===== src/rtl/div_seq.sv =====
// Sequential radix-2 restoring divider for the EX stage.
// Produces {remainder, quotient} for HI/LO after DATA_W iterations.
module div_seq #(
  parameter int DATA_W = 32,
  parameter int CNT_W  = 6
) (
  input  logic                clk,
  input  logic                rst,
  input  logic                signed_div_i,
  input  logic [DATA_W-1:0]   opdata1_i,
  input  logic [DATA_W-1:0]   opdata2_i,
  input  logic                start_i,
  input  logic                annul_i,
  output logic [2*DATA_W-1:0] result_o,
  output logic                ready_o,
  output logic                busy_o
);

  typedef enum logic [1:0] {
    S_FREE,
    S_BYZERO,
    S_ON,
    S_END
  } state_t;

  state_t            state;
  logic [CNT_W-1:0]  cnt;
  logic [DATA_W-1:0] rem;
  logic [DATA_W-1:0] dvd;
  logic [DATA_W-1:0] dvs;
  logic              neg_q;
  logic              neg_r;

  logic              op1_neg;
  logic              op2_neg;
  logic [DATA_W-1:0] abs1;
  logic [DATA_W-1:0] abs2;

  logic [DATA_W:0]   shifted;
  logic [DATA_W:0]   trial;
  logic              q_bit;
  logic [DATA_W-1:0] rem_nx;
  logic [DATA_W-1:0] dvd_nx;
  logic [DATA_W-1:0] quo_fin;
  logic [DATA_W-1:0] rem_fin;
  logic              last;

  assign op1_neg = signed_div_i & opdata1_i[DATA_W-1];
  assign op2_neg = signed_div_i & opdata2_i[DATA_W-1];
  assign abs1    = op1_neg ? (~opdata1_i + 1'b1) : opdata1_i;
  assign abs2    = op2_neg ? (~opdata2_i + 1'b1) : opdata2_i;

  // Shifted remainder can reach DATA_W+1 bits; its top bit alone
  // guarantees the trial subtraction is non-negative.
  assign shifted = {rem, dvd[DATA_W-1]};
  assign trial   = shifted - {1'b0, dvs};
  assign q_bit   = shifted[DATA_W] | ~trial[DATA_W];
  assign rem_nx  = q_bit ? trial[DATA_W-1:0] : shifted[DATA_W-1:0];
  assign dvd_nx  = {dvd[DATA_W-2:0], q_bit};

  assign quo_fin = neg_q ? (~dvd_nx + 1'b1) : dvd_nx;
  assign rem_fin = neg_r ? (~rem_nx + 1'b1) : rem_nx;
  assign last    = (cnt == CNT_W'(DATA_W - 1));

  assign busy_o  = (state == S_BYZERO) || (state == S_ON);

  always_ff @(posedge clk or posedge rst) begin
    if (rst) begin
      state    <= S_FREE;
      cnt      <= '0;
      rem      <= '0;
      dvd      <= '0;
      dvs      <= '0;
      neg_q    <= 1'b0;
      neg_r    <= 1'b0;
      result_o <= '0;
      ready_o  <= 1'b0;
    end else begin
      unique case (state)
        S_FREE: begin
          ready_o  <= 1'b0;
          result_o <= '0;
          if (start_i && !annul_i) begin
            if (opdata2_i == '0) begin
              state <= S_BYZERO;
            end else begin
              state <= S_ON;
              cnt   <= '0;
              rem   <= '0;
              dvd   <= abs1;
              dvs   <= abs2;
              neg_q <= op1_neg ^ op2_neg;
              neg_r <= op1_neg;
            end
          end
        end
        S_BYZERO: begin
          if (annul_i) begin
            state    <= S_FREE;
            ready_o  <= 1'b0;
            result_o <= '0;
          end else begin
            state    <= S_END;
            ready_o  <= 1'b1;
            result_o <= '0;
          end
        end
        S_ON: begin
          if (annul_i) begin
            state   <= S_FREE;
            cnt     <= '0;
            ready_o <= 1'b0;
          end else begin
            rem <= rem_nx;
            dvd <= dvd_nx;
            cnt <= cnt + 1'b1;
            if (last) begin
              state    <= S_END;
              ready_o  <= 1'b1;
              result_o <= {rem_fin, quo_fin};
            end
          end
        end
        S_END: begin
          if (annul_i || !start_i) begin
            state    <= S_FREE;
            cnt      <= '0;
            ready_o  <= 1'b0;
            result_o <= '0;
          end
        end
        default: begin
          state   <= S_FREE;
          ready_o <= 1'b0;
        end
      endcase
    end
  end

endmodule


===== config.mk =====
export PLATFORM = sky130hd
export DESIGN_NAME = div_seq
export DESIGN_NICKNAME = d
export VERILOG_FILES = /design/src/rtl/div_seq.sv
export SDC_FILE = /design/constraint.sdc
export NUM_CORES = 1
export LEC_CHECK = 0
export ABC_CLOCK_PERIOD_IN_PS = 6250
export BUFFER_PORTS_ARGS = -buffer_cell sky130_fd_sc_hd__buf_2
export CAP_MARGIN = 20
export CORE_ASPECT_RATIO = 2
export CORE_UTILIZATION = 60
export DETAILED_ROUTE_END_ITERATION = 16
export PLACE_DENSITY = 0.85
export REMOVE_ABC_BUFFERS = 1
export SLEW_MARGIN = 10
export SYNTH_ARGS = -nofsm -noshare
export SYNTH_HDL_FRONTEND = slang
export SYNTH_SLANG_ARGS = --single-unit

===== constraint.sdc =====
create_clock -name clk -period 6.25 [get_ports clk]
set_input_delay 0 -clock clk [delete_from_list [all_inputs] [get_ports clk]]
set_output_delay 0 -clock clk [all_outputs]
set_load 0.05 [all_outputs]

Word level (Yosys, flattened, before mapping) --
Cells that the tools add are included.
Operators by class: $add $sub $neg 6, $mul 0, muxes and demuxes 34, bitwise operators 10, order comparisons 0, reduce and logical (&&, ||, !) cells 16, divide/modulo/power cells 0, equality and inequality tests 10, shift-type cells 0
Operator list (count):
- $mux W32 | 11
- $mux W64 | 3
- $pmux W64 S3 | 1
- $add A32 B1 Y32 const B | 4
- $not A32 Y32 | 4
- $pmux W32 S2 | 2
- $sub A33 B32 Y33 | 1
- $logic_not A32 Y1 | 1
- $mux W6 | 4
- $pmux W6 S3 | 1
- $mux W2 | 6
- $ne A2 B2 Y1 const B | 5
- $reduce_and A3 Y1 | 3
- $pmux W2 S4 | 1
- $reduce_and A4 Y1 | 2
- $add A6 B1 Y6 const B | 1
- $eq A6 B5 Y1 const B | 1
- $eq A2 B2 Y1 const B | 2
- $mux W1 | 4
- $pmux W1 S4 | 1
- $ne A3 B3 Y1 const B | 1
- $reduce_bool A3 Y1 | 1
- $and A1 B1 Y1 | 2
- $eq A2 B1 Y1 const B | 1
- 10 further kinds | 13
Word-level totals: logic and storage cells 85, bits in latches 0, bits in registers 171, output and inout port bits 66, input port bits 69, memories 0, memory bits (read-only) 0, bits in writable memories 0

Depth between registers and ports, before layout --
Gate-level depths: netlist of run 1.
depth after elaboration 10, mapped depth 22

Least setup slack after synthesis of run 1 --
Ideal clock, no wire load.
path type register -> register, start point reg dvd[31], end point reg result_o[60], required time 6.117 ns, period minus slack after synthesis 5.418 ns, library setup time 0.133 ns, stages on the path, launching flop included 23, setup slack 0.832 ns, arrival time 5.285 ns, path through dfrtp_1 -> inv_1 -> ha_1 -> fa_1 -> nor2b_1 -> o31ai_1 -> a21oi_1 -> a31oi_1 -> o21ai_1 -> clkbuf_1 -> clkbuf_1 -> clkbuf_1 -> nand2_1 -> o21ai_0 -> ha_1 -> o211ai_1 -> a2111oi_1 -> nand4_1 -> o31ai_1 -> nand4_1 -> o31ai_1 -> xnor2_1 -> o21ai_0
Between the ends: cells in the longest elaborated chain, start to end 10
Ends and longest elaborated chain:
- start, declared | line 29 | logic [DATA_W-1:0] dvd;
- start signal, assigned | line 90 | dvd <= abs1;
- start signal, assigned | line 115 | dvd <= dvd_nx;
- $sub A33 B32 Y33 | line 56 | assign trial = shifted - {1'b0, dvs};
- $not A1 Y1 | line 57 | assign q_bit = shifted[DATA_W] | ~trial[DATA_W];
- $or A1 B1 Y1 | line 57
- $mux W32 * | line 58 | assign rem_nx = q_bit ? trial[DATA_W-1:0] : shifted[DATA_W-1:0];
- $not A32 Y32 | line 62 | assign rem_fin = neg_r ? (~rem_nx + 1'b1) : rem_nx;
- $add A32 B1 Y32 | line 62
- $mux W32 * | line 62
- $mux W64 * | line 117 | if (last) begin
- $mux W64 * | line 109 | if (annul_i) begin
- $pmux W64 S3 * | line 79 | unique case (state)
- end signal, assigned | line 120 | result_o <= {rem_fin, quo_fin};
- end, declared | line 14 | output logic [2*DATA_W-1:0] result_o,
Every way passes the cells marked *; elsewhere a longest branch is shown, timed or not. The select of a mux whose other input is x is not followed. A chain may end at the register's enable or synchronous reset.

Final worst setup path of run 1 --
Same ends and word-level chain as after synthesis.

==> run summary, run 1 <==
IO Port Bufs: 134
Cells after DPL: 1830
Hold Crit Class: in -> reg
Worst-case clock buffer depth: 2
Final ANT Viol Nets: 0
FF+latch count, synth: 171
Synth warn: 0
F_max: 0.177 GHz
Hold slack: 0.0280 ns
Post-CTS Setup Bufs: 0
All-Layer GR Usage: 0.357
Async SR Flop Fraction: 1.00
CP peak stage delay: 0.56 ns
Final Hold Viols: 0
Final net count: 1750
Simple-Gate Fraction of Synth Area: 0.199
DP Area: 0.0128 mm²
Largest net degree at the start of global routing: 98
Initial antenna violation count: 1
Final WL: 35.2 mm
Sequential area share after synthesis: 0.357
Most used standard cell by instance count after synthesis: nand2_1
CTS root buf: clkbuf_16
Rel. slew slack: 0.299
CP Class: reg -> reg
Setup violators final: 0
Maxcap violations: 0
Lkg Pwr: 0.00627 µW
Worst-Margin Slew: 1.05 ns
Nature of the critical path endpoint: flip-flop
Synth Area in Adders: 0.0445
Total gr overflow: 0
Status: finished, final reports clean
Critical Path RT: 6.58 ns
Site Rows: 72
Synthesized cell area: 0.0120 mm²
Share of layout cells above drive strength 1: 0.127
Final Wtd Congestion: 0.973
Cell taking the most area after synthesis: dfrtp_1
Synth Flop Type: dfrtp_1
Final cycle utilization of the critical path: 0.904
WL per Instance: 18.4 µm
Arr. time, crit path: 5.98 ns
Post-synthesis mux area share: 0.0153
Most common library cells after synthesis: nand2_1 (252), o21ai_0 (211), dfrtp_1 (171)
Yosys cell types: 69
Area Overhead vs Synth: 15.8%
Slowest CP cell: a2111oi_1
DP HPWL: 25.6 mm
Area fraction of the dominant cell type after synthesis: 0.357
Global-route wire length before repair: 56.8 mm
Via count: 11900
Crit Path Max Fanout: 7
Latest clock arrival within the worst-skew pair: 0.46 ns
Die Height: 202 µm
EDFF count, synth: 0
Max Slew Vio Count: 0
CTS Sinks: 171
Cell chain of the critical path: inv_1 > ha_1 > fa_1 > nor2b_1 > o31ai_1 > a21oi_1 > buf_4 > a31oi_1 > o21ai_4 > o21ai_0 > ha_1 > o211ai_1 > a2111oi_1 > nand4_1 > o31ai_1 > nand4_1 > o31ai_1 > xnor2_1 > o21ai_0
Post-synthesis compound-gate area fraction: 0.237
Initial Util: 0.616
Unrepaired setup endpoints after global routing: no
Total CTS buffers: 17
Worst path top cell family by delay: compound AO/OA/AOI/OAI gates
I/O pin count: 135
Synth Instances: 1504
Die Wd: 102 µm
Largest cells by area after synthesis: dfrtp_1 (36%), o21ai_0 (8.8%), nand2_1 (7.9%)
Clock slew at reported path FFs: 0.08 ns
Die area: 0.0206 mm²
Avg Inst Size Synth: 7.97 µm²
H-tree Lvls: 4
Post-route cell area: 0.0139 mm²
Most common cell on crit path: o31ai_1
PD cells: 482 mW/mm²
Iteration-0 DRC Markers: 763
Tot Pwr: 6690 µW
Xor/xnor share of the synthesized area: 0.101
Final non-filler cell total: 1912
Core area: 0.0195 mm²
Final Skew: 0.0144 ns
Peak VDD IR: 274 µV
Worst path buffer plus inverter count: 2
Vias per inst: 6.20
Final min period: 5.65 ns
Main combinational cell family by area after synthesis: compound AO/OA/AOI/OAI gates
Drt pass-1 iters: 5
Setup crit start kind: flip-flop
Number of global-route vias before repair: 12000
Setup TNS: 0 ns
Remaining DRCs: 0
CTS tree: built
[layout make-up]
| cell class | instances | area, µm² |
|---|---|---|
| Multi-Input combinational cell | 1195 | 7180 |
| Inverter | 56 | 215 |
| Tap cell | 259 | 324 |
| Clock buffer | 17 | 425 |
| Sequential cell | 171 | 4280 |
| Timing Repair Buffer | 198 | 1290 |
| Antenna cell | 1 | 2.50 |
| Fill cell | 1562 | 5570 |
| Clock inverter | 15 | 173 |
[cells by family after synthesis]
group,Yosys count
AOI/OAI and AO/OA,475
xor gates and xnor gates,138
and+or+nand+nor,522
buffers and inverters,138
adders and majority gates,42
muxes,18
DFF,171
[repair_timing]
item / 4_1_cts / 5_1_grt
hold buffers: 49 / 0
hold endpoints to repair: 143 / 0
gates resized for setup: 0 / 0
[cell usage in the layout, fill, tap and decap left out, drive strengths merged, types with 5 or more instances in the layout]
cell and n:
nand2 253, o21ai 215, dfrtp 171, buf 149, nor2 109, a21oi 107, xor2 83, inv 65
xnor2 55, dlygate4sd3 49, ha 41, o31ai 39, nor3 26, nand3 23, or4 18, clkbuf 17
a31oi 16, or3 16, a21o 15, mux2i 15, nand4 14, o41ai 14, and2 13, a22o 12
nor4 11, o21a 10, nand2b 8, o211ai 8, and3 7, nor2b 6, nor3b 6, or2 5
clkinv 5
[metrics by stage]
stage | util | setup slack [ns]
floorplan | - | -0.0295
global placement | 0.657 | 0.842
detailed placement | 0.658 | 0.691
CTS | 0.713 | 0.665
global route | 0.714 | 0.178
finish | 0.714 | 0.599
[state kept, by name, summed over array words and instances (netlist names)]
signal / cells
neg_r: 1
ready_o: 1
dvs: 32
cnt: 6
dvd: 32
rem: 32
state: 2
result_o: 64
neg_q: 1
[worst reg2reg max path: cells and delay by family (launching register included)]
kind	cells	cell delay (ns)
buffers and inverters	2	0.26
AND/OR/NAND/NOR	3	0.74
flip-flops	1	0.39
AO/OA/AOI/OAI	10	3.25
adder cells (fa/ha/maj)	3	0.72
XOR/XNOR	1	0.16
[power breakdown]
group	internal (µW)	switching, µW
Sequential	1480	322
Combinational	1240	2570
Clock	572	517
Total	3290	3410
[per-layer routing]
metal,track usage,up-vias,routed length (µm)
met1,0.350,5584,11900
met2,0.629,507,18300
met4,0.284,0,2880
li1,-,5567,-
met3,0.0747,192,2110
met5,0,-,0
[path summary, 6_finish.rpt]
path	from	endpoint	slack, ns	cells after the start
max reg2reg	dvd[31]	result_o[60]	0.60	19
min reg2reg	result_o[48]	result_o[48]	0.47	2
min in group asynchronous	rst	result_o[24]	0.27	3
min	opdata1_i[6]	dvd[6]	0.03	5
max	dvd[31]	result_o[60]	0.60	19
max in group asynchronous	rst	result_o[21]	4.40	4
Power figures use the tool's default switching activity.
==> run 2: changes to the inputs <==
- ABC_AREA: default -> 1
- CORE_UTILIZATION: 60 -> 61
- PLACE_DENSITY: 0.85 -> 0.86
==> run 2 against run 1 <==
The run now ends with hold timing left; maximum frequency rose by 24%; non-clock buffer count fell by 16; sequential share of layout area fell by 1.5 points; worst hold slack got worse by 0.031 ns.
==> run summary, run 2 <==
Status: finished with violations
Failing checks: hold timing
Synthesized cell area: 0.0128 mm²
Final net count: 2190
Site Rows: 74
Most frequent cells in the layout: nand2_1 (577), inv_1 (259), dfrtp_1 (171)
Nature of the critical path endpoint: flip-flop
Hold Buf Count CTS: 36
# diodes: 0
Largest Register: result_o
I/O pin count: 135
CTS tree: built
Hold slack: -0.00348 ns
FF+latch count, synth: 171
Cell chain of the critical path: ha_1 > a21oi_1 > nand2_1 > nand2_1 > nand2_1 > a21oi_4 > nand2_4 > inv_2 > ha_1 > inv_1 > nor3_1 > nand3_1 > nor3_2 > nand4_1 > or2_2 > nor2_4 > nand3_1 > inv_1 > nand2_1 > o21ai_0 > or2_2 > nand3_1 > nand2_1
DP Worst Slack: 1.76 ns
Drt pass-1 iters: 6
EDFF count, synth: 0
Synth Instances: 1939
Final ANT Viol Nets: 0
Total CTS buffers: 17
WL per Instance: 18.1 µm
Max reg flops: 64
Largest net degree at the start of global routing: 101
Die Height: 207 µm
Max Slew Vio Count: 0
Initial Util: 0.625
Global-route wire length before repair: 67.8 mm
Arr. time, crit path: 4.96 ns
Largest cells by area after synthesis: dfrtp_1 (33%), nand2_1 (17%), inv_1 (7.6%)
H-tree Lvls: 4
Most common cell on crit path: nand2_1
CP Class: reg -> reg
DP HPWL: 32.0 mm
Avg Inst Size Synth: 6.62 µm²
CTS-repair resized insts: 0
Rel. slew slack: 0.308
Iteration-0 DRC Markers: 980
Final WL: 42.7 mm
Crit Path Max Fanout: 22
Synth Flop Type: dfrtp_1
Die Wd: 105 µm
Die area: 0.0217 mm²
Share of layout cells above drive strength 1: 0.120
Most common library cells after synthesis: nand2_1 (577), inv_1 (261), dfrtp_1 (171)
Final cycle utilization of the critical path: 0.732
Initial antenna violation count: 0
Hold Crit Class: in -> reg
Fillers: 1783
Worst-Margin Slew: 1.03 ns
Final Wtd Congestion: 0.967
Most used standard cell by instance count after synthesis: nand2_1
Clock slew at reported path FFs: 0.07 ns
Setup violators final: 0
F_max: 0.219 GHz
Maxcap violations: 0
Final Skew: 0.0150 ns
All-Layer GR Usage: 0.405
IO Port Bufs: 134
Area fraction of the dominant cell type after synthesis: 0.333
Core area: 0.0206 mm²
Setup crit start kind: flip-flop
Synth warn: 0
Sequential area share after synthesis: 0.333
Vias per inst: 5.81
Post-CTS Setup Bufs: 0
Slowest CP cell: dfrtp_1
Latest clock arrival within the worst-skew pair: 0.45 ns
Final Hold Viols: 1
Worst path buffer plus inverter count: 3
Total gr overflow: 0
Worst-case clock buffer depth: 2
Final Worst Setup Slack: 1.68 ns
Commonest non-fill, non-tap cell in the layout: nand2_1
Via count: 13700
Critical Path RT: 6.64 ns
Number of global-route vias before repair: 13600
Setup TNS: 0 ns
Remaining DRCs: 0
Async SR Flop Fraction: 1.00
Area Overhead vs Synth: 13.8%
Final min period: 4.57 ns
Unrepaired setup endpoints after global routing: no
Worst path top cell family by delay: simple AND/OR/NAND/NOR gates
CP peak stage delay: 0.42 ns
CTS root buf: clkbuf_16
Cell taking the most area after synthesis: dfrtp_1
CTS Sinks: 171
Yosys cell types: 51
[run 2: cell count changes in the layout (fill, tap and decap cells not counted), moves of 17 or more]
cell / delta
nand2_1: +325
inv_1: +204
nand3_1: +102
nor2_1: +56
xnor2_1: -44
xor2_1: -43
o21ai_0: -41
o31ai_1: -33
a21oi_1: -29
nand2_2: +17
[run 2: final cells by class]
cell class	count	area, µm²	area share
repair buffers	182	1120	0.0767
clock buffers	22	474	0.0324
clock inverters	9	113	0.00770
well taps	266	333	0.0228
multi-input cells	1440	7290	0.499
inverters	267	1010	0.0689
flip-flops and latches	171	4280	0.293
[run 2: through the flow]
stage	hold slack, ns	instance area, µm²	cells	utilization
floorplan	0.165	12600	1878	-
global placement	0.255	13700	2290	0.665
detailed placement	0.275	13700	2290	0.665
CTS	0.000430	14600	2357	0.711
global route	0.00411	14600	2357	0.711
finish	-0.00348	14600	2357	0.711
[run 2: cell families after synthesis]
logic type	synth area share
buffers and inverters	0.100
xor gates and xnor gates	0.0348
and+or+nand+nor	0.338
AOI/OAI and AO/OA	0.152
DFF	0.333
adders and majority gates	0.0415
[run 2: layer usage]
| metal | up-vias | GRT usage | share of wire |
|---|---|---|---|
| met2 | 601 | 0.721 | 0.51 |
| met3 | 241 | 0.0658 | 0.051 |
| met5 | - | 0 | 0 |
| met4 | 0 | 0.347 | 0.096 |
| li1 | 6534 | - | - |
| met1 | 6314 | 0.401 | 0.34 |
[run 2: final timing paths]
kind / from / to / slack, ns / cells after the start
setup / recovery: rem[18] / result_o[28] / 1.68 / 23
hold / removal: opdata1_i[9] / dvd[9] / -0.003 / 5
setup reg to reg: rem[18] / result_o[28] / 1.68 / 23
hold reg to reg: result_o[55] / result_o[55] / 0.48 / 2
max in group asynchronous: rst / dvs[2] / 4.40 / 4
min in group asynchronous: rst / result_o[6] / 0.30 / 3
[run 2: worst min-delay path, delay by kind of cell]
kind | cells | cell delay [ns]
AO/OA/AOI/OAI | 3 | 0.23
buffers and inverters | 1 | 0.11
AND/OR/NAND/NOR | 1 | 0.06
Power of run 2 is left out: the tool's default activity adds up to more than one toggle a clock period on the data nets, which glitch-free logic cannot reach.
==> run 3: changes to the inputs <==
- ABC_CLOCK_PERIOD_IN_PS: 6250 -> 3900
- CORE_UTILIZATION: 61 -> 55
- PLACE_DENSITY: 0.86 -> 0.82
- clock period: 6.25 -> 3.9 ns (I/O delays scaled with it)
==> run 3 against run 2 <==
The run now ends clean; worst setup slack worse by 1.4 ns; clock skew fell by 0.0032 ns; cell count increased by 2.1%; maximum frequency increased by 26%; die area rose by 11%; critical path depth up 4; critical path type unchanged; wire length is 0.19% higher.
==> run summary, run 3 (synthesized netlist as in run 2, its figures left out) <==
CTS root buf: clkbuf_16
Latest clock arrival within the worst-skew pair: 0.45 ns
Via count: 13600
Final cycle utilization of the critical path: 0.928
Fillers: 2090
Total gr overflow: 0
Worst-case clock buffer depth: 2
Final net count: 2226
Die Height: 218 µm
Die area: 0.0240 mm²
Final Wtd Congestion: 0.979
Maxcap violations: 0
Drt pass-1 iters: 5
Commonest non-fill, non-tap cell in the layout: nand2_1
Final Skew: 0.0119 ns
Remaining DRCs: 0
Share of layout cells above drive strength 1: 0.134
Number of global-route vias before repair: 13300
Die Wd: 110 µm
Setup crit start kind: flip-flop
Hold Crit Class: in -> reg
Initial antenna violation count: 0
Clock slew at reported path FFs: 0.07 ns
Max reg flops: 64
Iteration-0 DRC Markers: 881
Final Hold Viols: 0
Vias per inst: 5.65
Core Util, Final: 0.656
Final WL: 42.8 mm
Most common cell on crit path: nand2_1
Setup violators final: 0
IO Port Bufs: 134
All-Layer GR Usage: 0.372
# diodes: 0
Slowest CP cell: dfrtp_1
Final min period: 3.62 ns
Area Overhead vs Synth: 16.7%
Unrepaired setup endpoints after global routing: no
Max Slew Vio Count: 0
Worst-Margin Slew: 0.964 ns
F_max: 0.276 GHz
CTS Sinks: 171
Largest net degree at the start of global routing: 109
Site Rows: 78
CP Class: reg -> reg
Total CTS buffers: 17
Critical Path RT: 4.24 ns
Worst path buffer plus inverter count: 4
Arr. time, crit path: 3.96 ns
Initial Util: 0.562
Hold slack: 0.0113 ns
Nature of the critical path endpoint: flip-flop
Crit Path Max Fanout: 10
Rel. slew slack: 0.356
Core area: 0.0228 mm²
Status: finished, final reports clean
H-tree Lvls: 4
Global-route wire length before repair: 66.6 mm
CTS tree: built
Most frequent cells in the layout: nand2_1 (577), inv_1 (259), dfrtp_1 (171)
WL per Instance: 17.8 µm
Largest Register: result_o
I/O pin count: 135
DP HPWL: 32.9 mm
CP peak stage delay: 0.37 ns
Final ANT Viol Nets: 0
Worst path top cell family by delay: simple AND/OR/NAND/NOR gates
==> run 3: layout make-up <==
type,instances,area (µm²),area share
Multi-Input combinational cell,1440,7310,0.488
Inverter,267,1010,0.0672
Sequential cell,171,4280,0.285
Clock inverter,13,139,0.00926
Timing Repair Buffer,218,1470,0.0983
Clock buffer,18,429,0.0286
Tap cell,280,350,0.0234
==> run 3: metrics by stage <==
step / cells / worst slack [ns] / setup TNS, ns / area (µm²)
floorplan: 1878 / -0.732 / -140.33 / 12600
CTS: 2402 / 0.0224 / 0 / 14900
global placement: 2327 / 0.103 / 0 / 13900
finish: 2407 / 0.282 / 0 / 15000
detailed placement: 2327 / -0.0744 / -0.183 / 13900
global route: 2407 / 0.00311 / 0 / 15000
==> run 3: what timing repair did <==
action | 4_1_cts | 5_1_grt
endpoints found under the hold margin | 150 | 0
pin swaps | 0 | 2
gates resized for setup | 1 | 12
endpoints found under the setup margin | 5 | 13
cloned | 0 | 1
hold buffers | 44 | 0
buffers inserted | 0 | 3
==> run 3: path summary, 6_finish.rpt <==
path | startpoint | end | slack, ns | depth (start not counted)
max | dvd[31] | result_o[56] | 0.28 | 27
min | opdata1_i[26] | dvd[26] | 0.01 | 5
max reg2reg | dvd[31] | result_o[56] | 0.28 | 27
min reg2reg | cnt[5] | cnt[5] | 0.47 | 1
max in group asynchronous | rst | dvs[16] | 3.15 | 4
min in group asynchronous | rst | result_o[8] | 0.04 | 3
==> run 3: layer usage <==
layer | vias up | GRT usage | wire length, µm
li1 | 6629 | - | -
met1 | 6313 | 0.375 | 14800
met2 | 485 | 0.665 | 22400
met3 | 173 | 0.0525 | 1810
met4 | 0 | 0.292 | 3820
met5 | - | 0 | 0
==> run 3: worst reg2reg max path, stage by stage, from the launching register on <==
cell,delay (ns)
dfrtp_1,0.37
inv_1,0.08
ha_2,0.20
fa_2,0.35
inv_1,0.08
nand2_1,0.06
nand2_1,0.07
nand3_1,0.08
nand2_2,0.12
nand2_1,0.07
nand2_2,0.11
nand2_4,0.08
nand2_4,0.11
buf_12,0.14
nand2_1,0.08
o21ai_2,0.11
ha_2,0.24
nand3_1,0.11
inv_1,0.07
nand2_1,0.09
nor2_4,0.15
nand2_2,0.10
nor2_4,0.22
nand3b_1,0.14
nand2_1,0.08
nand2_1,0.05
nand3_1,0.09
nand2_1,0.06
Power of run 3 is left out for the same reason.
